### config.mk
export PLATFORM = sky130hd
export DESIGN_NAME = pe_ws_bank_flat
export DESIGN_NICKNAME = d
export VERILOG_FILES = /design/src/rtl/pe_ws_bank_if.sv /design/src/rtl/pe_ws_bank.sv /design/src/flat_wrapper.sv
export SDC_FILE = /design/constraint.sdc
export NUM_CORES = 1
export LEC_CHECK = 0
export ABC_AREA = 0
export CAP_MARGIN = 10
export CORE_ASPECT_RATIO = 0.8
export CORE_UTILIZATION = 50
export DETAILED_ROUTE_END_ITERATION = 16
export PLACE_DENSITY_LB_ADDON = 0.25
export SLEW_MARGIN = 10
export SYNTH_ARGS = -nofsm -noshare
export SYNTH_HDL_FRONTEND = slang
export SYNTH_SLANG_ARGS = --single-unit
export TNS_END_PERCENT = 50
### constraint.sdc
create_clock -name clk -period 13.75 [get_ports clk]
set_input_delay 2.75 -clock clk [delete_from_list [all_inputs] [get_ports clk]]
set_output_delay 2.75 -clock clk [all_outputs]
set_load 0.02 [all_outputs]
### src/rtl/pe_ws_bank_if.sv
// Bundles the signals of the weight-stationary PE: filter loading, MAC operands, pass control and results.
// The master side drives operands and control. The slave side is the PE.
interface pe_ws_bank_if #(
   parameter int DATA_W = 16,
   parameter int PSUM_W = 32,
   parameter int IDX_W  = 2
);
   logic [DATA_W-1:0] filt_in;
   logic              filt_wr;
   logic [IDX_W-1:0]  filt_widx;
   logic [IDX_W-1:0]  filt_sel;
   logic [DATA_W-1:0] ifmap_in;
   logic [PSUM_W-1:0] psum_in;
   logic              in_valid;
   logic [15:0]       op_len;
   logic              start;
   logic [DATA_W-1:0] ifmap_out;
   logic              ifmap_out_valid;
   logic [DATA_W-1:0] filt_out;
   logic              filt_out_wr;
   logic [PSUM_W-1:0] psum_out;
   logic              psum_valid;
   logic              busy;
   logic              complete;

   modport master (
      output filt_in, filt_wr, filt_widx, filt_sel, ifmap_in, psum_in, in_valid, op_len, start,
      input  ifmap_out, ifmap_out_valid, filt_out, filt_out_wr, psum_out, psum_valid, busy, complete
   );

   modport slave (
      input  filt_in, filt_wr, filt_widx, filt_sel, ifmap_in, psum_in, in_valid, op_len, start,
      output ifmap_out, ifmap_out_valid, filt_out, filt_out_wr, psum_out, psum_valid, busy, complete
   );
endinterface

### src/rtl/pe_ws_bank.sv
// Weight-stationary PE with a filter bank and an optionally saturating accumulate. Results arrive 2 cycles after an op and the ifmap forward arrives 1 cycle after it.
// There is no backpressure. One op is accepted per cycle while RUN is active, and ops are dropped when the PE is idle.
module pe_ws_bank #(
   parameter int DATA_W   = 16,
   parameter int PSUM_W   = 32,
   parameter int NUM_FILT = 4,
   parameter int SAT_EN   = 1
) (
   input logic         clk,
   input logic         rst_n,
   pe_ws_bank_if.slave bus
);
   localparam int IDX_W = (NUM_FILT > 1) ? $clog2(NUM_FILT) : 1;

   typedef enum logic [1:0] {IDLE, RUN, DRAIN} state_e;

   state_e                    state_q, state_d;
   logic [15:0]               cnt_q, cnt_d, len_q, len_d;
   logic signed [DATA_W-1:0]  bank_q [NUM_FILT];
   logic signed [DATA_W-1:0]  bank_d [NUM_FILT];
   logic [DATA_W-1:0]         ifmap_q, ifmap_d;
   logic                      v1_q, v1_d;
   logic signed [PSUM_W-1:0]  prod_q, prod_d;
   logic signed [PSUM_W-1:0]  psum1_q, psum1_d;
   logic [PSUM_W-1:0]         psum_out_q, psum_out_d;
   logic                      psum_valid_q, psum_valid_d;
   logic [DATA_W-1:0]         filt_out_q, filt_out_d;
   logic                      filt_out_wr_q, filt_out_wr_d;
   logic                      busy_q, busy_d;
   logic                      complete_q, complete_d;

   logic                      accept;
   logic [15:0]               cnt_next;
   logic signed [DATA_W-1:0]  coef;
   logic signed [2*DATA_W-1:0] product;
   logic signed [PSUM_W:0]    sum_wide;

   always_comb begin
      state_d       = state_q;
      cnt_d         = cnt_q;
      len_d         = len_q;
      bank_d        = bank_q;
      ifmap_d       = ifmap_q;
      prod_d        = prod_q;
      psum1_d       = psum1_q;
      psum_out_d    = psum_out_q;
      complete_d    = 1'b0;
      filt_out_d    = bus.filt_in;
      filt_out_wr_d = bus.filt_wr;

      accept   = (state_q == RUN) && bus.in_valid && (cnt_q != len_q);
      cnt_next = cnt_q + 16'(accept);

      // Out-of-range entries read as zero; the read sees the bank before this cycle's write
      coef    = (int'(bus.filt_sel) < NUM_FILT) ? bank_q[bus.filt_sel] : '0;
      product = coef * $signed(bus.ifmap_in);

      if (bus.filt_wr && (int'(bus.filt_widx) < NUM_FILT))
         bank_d[bus.filt_widx] = $signed(bus.filt_in);

      v1_d = accept;
      if (accept) begin
         ifmap_d = bus.ifmap_in;
         prod_d  = PSUM_W'(product);
         psum1_d = $signed(bus.psum_in);
      end

      sum_wide     = {psum1_q[PSUM_W-1], psum1_q} + {prod_q[PSUM_W-1], prod_q};
      psum_valid_d = v1_q;
      if (v1_q) begin
         if ((SAT_EN != 0) && (sum_wide[PSUM_W] != sum_wide[PSUM_W-1]))
            psum_out_d = sum_wide[PSUM_W] ? {1'b1, {(PSUM_W-1){1'b0}}} : {1'b0, {(PSUM_W-1){1'b1}}};
         else
            psum_out_d = sum_wide[PSUM_W-1:0];
      end

      case (state_q)
         IDLE: begin
            if (bus.start) begin
               state_d = RUN;
               len_d   = bus.op_len;
               cnt_d   = '0;
            end
         end
         RUN: begin
            cnt_d = cnt_next;
            if (cnt_next == len_q) state_d = DRAIN;
         end
         DRAIN: begin
            // Once stage 1 is empty, the last result is being produced this cycle
            if (!v1_q) begin
               state_d    = IDLE;
               complete_d = 1'b1;
            end
         end
         default: state_d = IDLE;
      endcase

      busy_d = (state_d == RUN);
   end

   always_ff @(posedge clk or negedge rst_n) begin
      if (!rst_n) begin
         state_q       <= IDLE;
         cnt_q         <= '0;
         len_q         <= '0;
         for (int i = 0; i < NUM_FILT; i++) bank_q[i] <= '0;
         ifmap_q       <= '0;
         v1_q          <= 1'b0;
         prod_q        <= '0;
         psum1_q       <= '0;
         psum_out_q    <= '0;
         psum_valid_q  <= 1'b0;
         filt_out_q    <= '0;
         filt_out_wr_q <= 1'b0;
         busy_q        <= 1'b0;
         complete_q    <= 1'b0;
      end else begin
         state_q       <= state_d;
         cnt_q         <= cnt_d;
         len_q         <= len_d;
         bank_q        <= bank_d;
         ifmap_q       <= ifmap_d;
         v1_q          <= v1_d;
         prod_q        <= prod_d;
         psum1_q       <= psum1_d;
         psum_out_q    <= psum_out_d;
         psum_valid_q  <= psum_valid_d;
         filt_out_q    <= filt_out_d;
         filt_out_wr_q <= filt_out_wr_d;
         busy_q        <= busy_d;
         complete_q    <= complete_d;
      end
   end

   assign bus.ifmap_out       = ifmap_q;
   assign bus.ifmap_out_valid = v1_q;
   assign bus.filt_out        = filt_out_q;
   assign bus.filt_out_wr     = filt_out_wr_q;
   assign bus.psum_out        = psum_out_q;
   assign bus.psum_valid      = psum_valid_q;
   assign bus.busy            = busy_q;
   assign bus.complete        = complete_q;
endmodule

### src/flat_wrapper.sv
// flat-port wrapper written by rule: the top's interface ports become plain ports
module pe_ws_bank_flat 
#(
   parameter int DATA_W   = 16,
   parameter int PSUM_W   = 32,
   parameter int NUM_FILT = 4,
   parameter int SAT_EN   = 1
)
  (clk, rst_n, bus_filt_in, bus_filt_wr, bus_filt_widx, bus_filt_sel, bus_ifmap_in, bus_psum_in, bus_in_valid, bus_op_len, bus_start, bus_ifmap_out, bus_ifmap_out_valid, bus_filt_out, bus_filt_out_wr, bus_psum_out, bus_psum_valid, bus_busy, bus_complete);
  pe_ws_bank_if #(.DATA_W(DATA_W), .PSUM_W(PSUM_W)) bus_i ();
  input logic clk;
  input logic rst_n;
  input wire logic [$bits(bus_i.filt_in)-1:0] bus_filt_in;
  input wire logic [$bits(bus_i.filt_wr)-1:0] bus_filt_wr;
  input wire logic [$bits(bus_i.filt_widx)-1:0] bus_filt_widx;
  input wire logic [$bits(bus_i.filt_sel)-1:0] bus_filt_sel;
  input wire logic [$bits(bus_i.ifmap_in)-1:0] bus_ifmap_in;
  input wire logic [$bits(bus_i.psum_in)-1:0] bus_psum_in;
  input wire logic [$bits(bus_i.in_valid)-1:0] bus_in_valid;
  input wire logic [$bits(bus_i.op_len)-1:0] bus_op_len;
  input wire logic [$bits(bus_i.start)-1:0] bus_start;
  output wire logic [$bits(bus_i.ifmap_out)-1:0] bus_ifmap_out;
  output wire logic [$bits(bus_i.ifmap_out_valid)-1:0] bus_ifmap_out_valid;
  output wire logic [$bits(bus_i.filt_out)-1:0] bus_filt_out;
  output wire logic [$bits(bus_i.filt_out_wr)-1:0] bus_filt_out_wr;
  output wire logic [$bits(bus_i.psum_out)-1:0] bus_psum_out;
  output wire logic [$bits(bus_i.psum_valid)-1:0] bus_psum_valid;
  output wire logic [$bits(bus_i.busy)-1:0] bus_busy;
  output wire logic [$bits(bus_i.complete)-1:0] bus_complete;
  assign bus_i.filt_in = bus_filt_in;
  assign bus_i.filt_wr = bus_filt_wr;
  assign bus_i.filt_widx = bus_filt_widx;
  assign bus_i.filt_sel = bus_filt_sel;
  assign bus_i.ifmap_in = bus_ifmap_in;
  assign bus_i.psum_in = bus_psum_in;
  assign bus_i.in_valid = bus_in_valid;
  assign bus_i.op_len = bus_op_len;
  assign bus_i.start = bus_start;
  assign bus_ifmap_out = bus_i.ifmap_out;
  assign bus_ifmap_out_valid = bus_i.ifmap_out_valid;
  assign bus_filt_out = bus_i.filt_out;
  assign bus_filt_out_wr = bus_i.filt_out_wr;
  assign bus_psum_out = bus_i.psum_out;
  assign bus_psum_valid = bus_i.psum_valid;
  assign bus_busy = bus_i.busy;
  assign bus_complete = bus_i.complete;
  pe_ws_bank #(.DATA_W(DATA_W), .PSUM_W(PSUM_W), .NUM_FILT(NUM_FILT), .SAT_EN(SAT_EN)) u_core (.clk(clk), .rst_n(rst_n), .bus(bus_i));
endmodule
==> impl_metrics.yaml <==
outcome:
  outcome: "completed"
floorplanning:
  initial_core_util_pct: 51.09
  fp.dieH_um: 185.0
  core.rowCount: 66
  die_area_um2: 42680
  die_w_um: 230.7
  boundaryPins: 158
  placeableCoreArea_um2: 40960
timing:
  final.min_clock_period_ns: 9.691
  final_hold_viol_count: 0
  skew_ns: 0.01519
  layout_worst_path_cycle_share_pct: 70.48
  totalNegativeSetupSlack_ns: 0
  max_slew.worst_pin.slew_ns: 1.218
  fmax_ghz: 0.1032
  grt_setup_unrepaired: "false"
  slew-limit-headroom_pct: 18.77
  timing_max_transition_violations_final: 0
  whs_ns: 0.4713
  report.final.setup_viol: 0
clocking:
  clock_path_buffers: 3
  holdBufCountCts: 0
  tritoncts: "yes"
  clock_insertion_delay_worst_skew_ns: 0.56
  cts_setup_buffers: 0
  h-tree-depth: 1
  cts_num_sinks: 231
  cts_root_buffer: "clkbuf_16"
  cts_buffers: 25
  cts-resized-gates: 0
  path_clk_slew_ns: 0.06
placement:
  hpwl_mm: 37.12
  portBuffers: 157
  finalWeightedCongestion: 0.8732
routing:
  vias: 15110
  first_iter_violations: 798
  viasPerCell: 5.379
  avgRoutedWirePerCell_um: 16.96
  routed_wl_mm: 47.62
  drc: 0
  detail_route.first_pass.iterations: 6
  route.antenna.remaining_nets: 0
min_path:
  holdPathStages: 2
  worstHoldPathType: "flip-flop to flip-flop"
global_routing:
  grt_use_total_pct: 23.18
  grt_pass1_wl_mm: 79.25
  grt_pass1_vias: 15680
  antenna_found_initial: 0
  grt_remaining_overflow: 0
  maximum_number_of_pins_on_one_net_before_global_route_repair: 107
logic_synthesis:
  post_synth_instance_area_um2: 20930
  synth_async_sr_flop_share_pct: 100.0
  netlist_instances: 2140
  synth_enable_flop_cells: 0
  syn-num-nets: 2608
  synth.distinct_cells: 70
  synth-main-ff-cell: "dfrtp_1"
  flip_flop_and_latch_count_after_synthesis: 231
  synth_warnings: 0
  ys_seq_area_share_pct: 27.62
  synthesis.area_per_instance_um2: 9.779
worst_setup_path:
  r2r_cells: 21
  worstPathMaxFanout: 16
  timing.critical_path.arrival_ns: 10.14
  critical_path_required_ns: 14.20
  worstSetupEndpointType: "flip-flop"
  start_kind: "primary input"
  setup.worst_path.class: "primary input to flip-flop"
finish:
  post_route_cells_drive_above_1_share_pct: 6.849
  fillCellCount: 3604
  fin_nets: 2712
  area_delta_synth_final_pct: 13.36
job:
  max-cap-violations: 0
-- per-layer routing --
layer | global-route usage [%] | share of wire (%) | wire length (µm) | vias to the layer above
li1 | - | - | - | 7022
met1 | 31.83 | 45 | 21410 | 7725
met2 | 39.52 | 49 | 23520 | 292
met3 | 2.571 | 3.3 | 1572 | 66
met4 | 5.589 | 2.3 | 1117 | 0
met5 | 0 | 0 | 0 | -
-- area by class of cell --
class / instances / area (µm²) / share of cell area (%)
antenna: 1 / 2.502 / 0.01055
clock buffer: 34 / 699.4 / 2.948
tap: 544 / 680.7 / 2.869
timing repair buffer: 165 / 1637 / 6.899
clock inverter: 12 / 136.4 / 0.5749
inverter: 309 / 1160 / 4.889
sequential: 231 / 5781 / 24.37
multi-input combinational: 1512 / 13630 / 57.44
-- worst max-delay path, cell delays in order --
cell	delay [ns]
clkdlybuf4s50_1	1.03
mux4_2	0.60
and2_1	0.25
fa_1	0.54
inv_1	0.06
fa_1	0.52
inv_1	0.05
fa_1	0.52
fa_1	0.45
fa_1	0.50
inv_1	0.05
fa_1	0.47
inv_1	0.04
ha_1	0.35
nand2_1	0.07
nor2_1	0.11
nand2_1	0.07
o311ai_0	0.80
nand3b_1	0.24
a21oi_1	0.33
nor3_1	0.09
o31ai_1	0.25
-- cells in the final DEF (no fill, tap or decap), types with 16 or more instances in the layout --
cell,n
xor2_1,36
and2_1,124
mux2_2,71
fa_1,263
mux4_2,16
inv_1,308
nor2_1,61
a21oi_1,60
o21ai_0,57
nand2_1,395
dfrtp_1,231
clkdlybuf4s50_1,156
nand3_1,19
ha_1,116
xnor2_1,51
a22oi_1,25
nand2b_1,37
a21o_1,18
clkbuf_16,25
-- flip-flops by register name, indices dropped and copies added (netlist names), 16 cells and up --
register / cells
u_core.prod_q: 32
u_core.bus.ifmap_out: 16
u_core.psum1_q: 32
u_core.bank_q: 64
u_core.cnt_q: 16
u_core.bus.filt_out: 16
u_core.len_q: 16
u_core.bus.psum_out: 32
-- kinds of logic (layout without fill, tap and decap cells) --
kind of cell | count (synthesis) | count (layout) | synth area share, %
buffers and inverters | 397 | 520 | 7.432
adder cells (fa/ha/maj) | 382 | 382 | 32.24
multiplexers | 88 | 88 | 5.590
XOR/XNOR | 87 | 87 | 3.641
AND/OR/NAND/NOR | 695 | 695 | 15.27
other | 0 | 1 | 0
flip-flops | 231 | 231 | 27.62
AO/OA/AOI/OAI | 260 | 260 | 8.203
-- synth_stat cells (all sizes together) (16+ instances only) --
master	n	area, µm²
nand2	395	1483
inv	309	1160
fa	263	5265
dfrtp	231	5781
and2	124	775.7
ha	116	1451
clkbuf	73	304.0
mux2	71	799.5
a21oi	62	317.8
nor2	61	229.0
o21ai	60	311.5
xnor2	51	446.7
nand2b	37	231.5
xor2	36	315.3
a22oi	25	187.7
a21o	20	152.7
nand3	19	95.09
mux4	16	360.4
-- path summary, 6_finish.rpt --
check,from,endpoint,slack (ns)
setup / recovery,bus_filt_sel[1],u_core.prod_q[28],4.06
hold / removal,u_core.bus.ifmap_out[0],u_core.bus.ifmap_out[0],0.47
min in group asynchronous,rst_n,u_core.psum1_q[12],2.22
setup reg to reg,u_core.bank_q[5],u_core.prod_q[28],6.85
max in group asynchronous,rst_n,u_core.bus.psum_out[16],9.98
hold reg to reg,u_core.bus.ifmap_out[0],u_core.bus.ifmap_out[0],0.47
-- per-stage QoR --
stage	setup slack, ns	instance area (µm²)	utilization (%)	cells
2_1_floorplan	4.083	20930	-	2140
3_3_place_gp	3.715	22880	55.85	2761
3_5_place_dp	3.489	22880	55.85	2761
4_1_cts	4.056	23710	57.89	2807
5_1_grt	3.690	23720	57.91	2807
6_report	4.059	23720	57.92	2808
Power is left out: the tool's default activity adds up to more than one toggle a clock period on the data nets, which glitch-free logic cannot reach.
==> variant 1 (same flow settings) <==
`prod_q`, `psum1_q` and `psum_out_q` no longer have a reset.
--- a/src/rtl/pe_ws_bank.sv
+++ b/src/rtl/pe_ws_bank.sv
@@ -109,5 +109,2 @@
          v1_q          <= 1'b0;
-         prod_q        <= '0;
-         psum1_q       <= '0;
-         psum_out_q    <= '0;
          psum_valid_q  <= 1'b0;
@@ -124,5 +121,2 @@
          v1_q          <= v1_d;
-         prod_q        <= prod_d;
-         psum1_q       <= psum1_d;
-         psum_out_q    <= psum_out_d;
          psum_valid_q  <= psum_valid_d;
@@ -133,2 +127,8 @@
       end
+   end
+
+   always_ff @(posedge clk) begin
+      prod_q     <= prod_d;
+      psum1_q    <= psum1_d;
+      psum_out_q <= psum_out_d;
    end
Function: changed (Yosys sat finds a counterexample within 4 cycles, from zero or initial values and one cycle with rst_n low; the reset may be asserted at any time).
==> variant 1 against the unedited design <==
- sequential cell count stayed put
- critical path depth is 1 higher
- non-clock buffer count down 2
- worst setup slack got worse by 0.15 ns
- routed wire length down 5.9%
- area after synthesis decreased by 2.1%
- final area fell by 1.6%
Power is not shown: default switching activity piles up to over one toggle a cycle in this logic, so the estimate is an artifact.
==> variant 1: results (changes against the unedited design) <==
status=completed; placed cell area=22500 um2 (-1.8%); Synth Instances=1868 (-13%); register area share after synthesis=30.6% (+2.9 points); end of the worst hold path=u_core.len_q[5]; ys async rst share=58.4% (-42 points); Non-clk bufs=163 (-1.2%); number of synthesized flops with an enable pin=96 (+96); vias in the first global route=14300 (-9.1%); CP Data Arrival Time=10.13 ns (about the same); Clock Latency Late Sink=0.54 ns (-0.02 ns); area delta synth->final=13.9%; Hold Crit Depth=2 (unchanged); Hold Startpoint=u_core.len_q[5]; Vias/cell=5.29 (-1.7%); Antenna Cells=0 (-1); drt pass-1 iters=5 (-1); clkbuf count=33 (-2.9%); global-route wire length before repair=74300 um (-6.2%); syn_nets=2336 (-10%); #MultiIn Comb=1271 (-16%); GRT Total Usage=22.3% (-0.90 points); met2 usage=34.5% (-5.0 points); top cells by area, synth=fa_1 26%, dfrtp_1 16%, edfxtp_1 14%; FILL cells=3383 (-6.1%); multi-input combinational area share=54.8% (-2.6 points); initial DRC count=903 (+13%); ratio of cells with drive above 1 in the final layout=9.24% (+2.4 points); WL/cell=17.6 um (+3.6%); Non-clk invs=302 (-2.3%); CTS buffer count=26 (+4.0%); Detailed Place HPWL=34900 um (-6.0%); largest net degree at the start of global routing=85 (-21%); CP Capture Point=u_core.prod_q[30]; Reg2Reg Depth=22 (+4.8%); clock skew=0.0121 ns (-0.00307 ns); core area=39900 um2 (-2.5%); Slew headroom=30.4% (+12 points); Seq/total area=26.8% (+2.5 points); Worst R2R Setup Slack=6.74 ns (-0.11 ns); Synth Flop Type=dfrtp_1; met1 Use GR=32.7% (+0.90 points); final net count=2463 (-9.2%); Synth top cells by count=302 x inv_1, 263 x fa_1, 221 x nand2_1; reg-to-reg startpoint=u_core.bank_q[24]; clk cell area share=3.70% (+0.18 points); routing usage on met3=4.90% (+2.3 points); Routed WL=44800 um (-5.9%); clock buffer depth=3 (unchanged); Routability Congestion=0.910 (+4.3%)
-- variant 1: cell count changes after synthesis, moves of 9 or more --
cell,before,now
nand2_1,395,221
dfrtp_1,231,135
edfxtp_1,0,96
nand2b_1,37,10
nor2_1,61,34
a22oi_1,25,2
clkbuf_1,70,50
xnor2_1,51,69
o21ai_0,57,42
xor2_1,36,23
mux2_4,0,9
o21ai_2,3,12
-- variant 1: per-stage QoR --
step,setup slack (ns),hold WS (ns)
floorplan,4.29,0.466
finish,3.91,0.501
detailed placement,3.34,0.488
CTS,3.94,0.504
global placement,3.43,0.482
global route,3.59,0.521
-- variant 1: metal layers --
layer	wire length (um)	vias to the layer above	share of wire, %
met4	589	0	1.3
li1	-	6305	-
met2	19500	424	44
met5	0	-	0
met1	21500	6711	48
met3	3150	45	7.0
-- variant 1: kinds of logic after synthesis --
family          count (synthesis)  share of synthesized area (%)
xor+xnor                       94                           4.15
buf+inv                       366                           7.07
mux                            98                           6.43
simple gates                  478                           11.7
compound gates                219                           7.15
fa+ha+maj                     382                           32.9
flops                         231                           30.6
-- variant 1: critical path, stage by stage --
cell	delay [ns]
clkdlybuf4s50_1	1.03
mux4_2	0.59
and2_1	0.25
fa_1	0.53
inv_1	0.05
fa_1	0.47
fa_1	0.52
inv_1	0.07
fa_1	0.50
fa_1	0.49
inv_1	0.05
fa_1	0.47
inv_1	0.04
ha_1	0.34
o21a_1	0.23
o2111a_1	0.26
a311oi_1	0.38
a21oi_1	0.12
o221ai_1	0.27
o21ai_1	0.12
a22o_1	0.26
o41ai_2	0.23
xnor2_1	0.10
==> variant 2 (same flow settings) <==
Without the edit above. `PSUM_W` is set to 32 in 3 places; all go to 64.
--- a/src/rtl/pe_ws_bank_if.sv
+++ b/src/rtl/pe_ws_bank_if.sv
@@ -4,3 +4,3 @@
    parameter int DATA_W = 16,
-   parameter int PSUM_W = 32,
+   parameter int PSUM_W = 64,
    parameter int IDX_W  = 2
--- a/src/rtl/pe_ws_bank.sv
+++ b/src/rtl/pe_ws_bank.sv
@@ -4,3 +4,3 @@
    parameter int DATA_W   = 16,
-   parameter int PSUM_W   = 32,
+   parameter int PSUM_W   = 64,
    parameter int NUM_FILT = 4,
--- a/src/flat_wrapper.sv
+++ b/src/flat_wrapper.sv
@@ -4,3 +4,3 @@
    parameter int DATA_W   = 16,
-   parameter int PSUM_W   = 32,
+   parameter int PSUM_W   = 64,
    parameter int NUM_FILT = 4,
Interface: changed (resized bus_psum_in and bus_psum_out); port bits go from 158 to 222. No check against the original RTL was run, so the function may have changed too.
==> variant 2 against the unedited design <==
- global-route usage increased by 3.5 points
- worst setup slack worse by 0.15 ns
- hold slack better by 0.0082 ns
- area after synthesis grew 25%
- routed wire length is 47% higher
- sequential cell count up 64
- final area is 26% higher
- critical endpoint is now u_core.prod_q[31]
Power is left out: the tool's default activity adds up to more than one toggle a clock period on the data nets, which glitch-free logic cannot reach.
==> variant 2: results (changes against the unedited design) <==
final net count=3503 (+29%); global-route wire length before repair=112000 um (+42%); Detailed Place HPWL=55000 um (+48%); reg-to-reg startpoint=u_core.bank_q[15]; clock skew=0.0186 ns (+0.00344 ns); H-tree depth=2 (+1); total number of vias=20800 (+38%); Routability Congestion=0.955 (+9.3%); met1 Use GR=37.5% (+5.6 points); routing usage on met3=4.63% (+2.1 points); Worst-Margin Slew=1.11 ns (-0.106 ns); slowest stage delay, CP=1.06 ns (+0.03 ns); Compound-Gate Fraction of Synth Area=13.3% (+5.1 points); DR WL met2=32600 um (+39%); Crit-path slowest cell=clkdlybuf4s50_1; initial antenna violation count=3 (+3); Synth Instances=2842 (+33%); CTS buffer count=34 (+36%); largest net degree at the start of global routing=161 (+50%); FILL cells=4464 (+24%); met1 wire length=31800 um (+48%); Post-Synth Adder-Cell Area=27.3% (-5.0 points); GRT Total Usage=26.6% (+3.5 points); initial DRC count=1518 (+90%); ratio of cells with drive above 1 in the final layout=5.98% (-0.87 points); Netlist cell types=79 (+13%); top sig layer=met4; Vias/cell=5.66 (+5.2%); status=completed; Routed WL=70000 um (+47%); met2 usage=43.0% (+3.5 points); DR WL met3=4160 um (+160%); ys async rst share=100% (unchanged); Synth top cells by count=545 x nand2_1, 324 x inv_1, 295 x dfrtp_1; I/O Buffers=221 (+41%); XOR/XNOR Fraction of Synth Area=3.34% (-0.30 points); CP Data Arrival Time=10.22 ns (+0.08 ns); post-CTS setup buffers=0 (unchanged); top cells by area, synth=dfrtp_1 28%, fa_1 20%, nand2_1 7.8%; Clock transition at path regs=0.07 ns; mux share of post-synthesis cell area=4.61% (-0.98 points); syn_nets=3374 (+29%); placed cell area=28800 um2 (+26%); Synth Flop Type=dfrtp_1; placed cells=3618 (+31%); Hold Startpoint=u_core.prod_q[0]; Antenna Cells=0 (-1); Worst Setup Slack post-DPL=3.41 ns (-0.0765 ns); crit path max fanout=16 (unchanged); register area share after synthesis=28.2% (+0.56 points); drt pass-1 iters=5 (-1)
[variant 2: changes by cell type in the layout (fill, tap and decap cells not counted), moves of 23 or more]
cell             change
ha_1                +32
nand4_1             +25
nor2_1              +26
a21oi_1            +108
o2bb2ai_1           +49
nand2_1            +149
clkdlybuf4s50_1     +64
dfrtp_1             +64
nand2b_1            -23
o21ai_0             +42
[variant 2: worst paths after layout]
path / slack (ns) / endpoint / cells past startpoint
max: 3.91 / u_core.prod_q[31] / 20
min: 0.48 / u_core.prod_q[0] / 2
max reg2reg: 6.74 / u_core.prod_q[31] / 19
min reg2reg: 0.48 / u_core.prod_q[0] / 2
max in group asynchronous: 10.13 / u_core.bank_q[59] / 2
min in group asynchronous: 2.21 / u_core.bus.psum_out[59] / 1
[variant 2: cell type report]
cell class                 count  area [um2]  share of cell area, %
clock buffer                  42         931                   3.11
clock inverter                17         214                  0.714
inverter                     326        1220                   4.08
multi-input combinational   2077       17000                   56.7
sequential                   295        7380                   24.6
tap                          684         856                   2.86
timing repair buffer         237        2360                   7.89
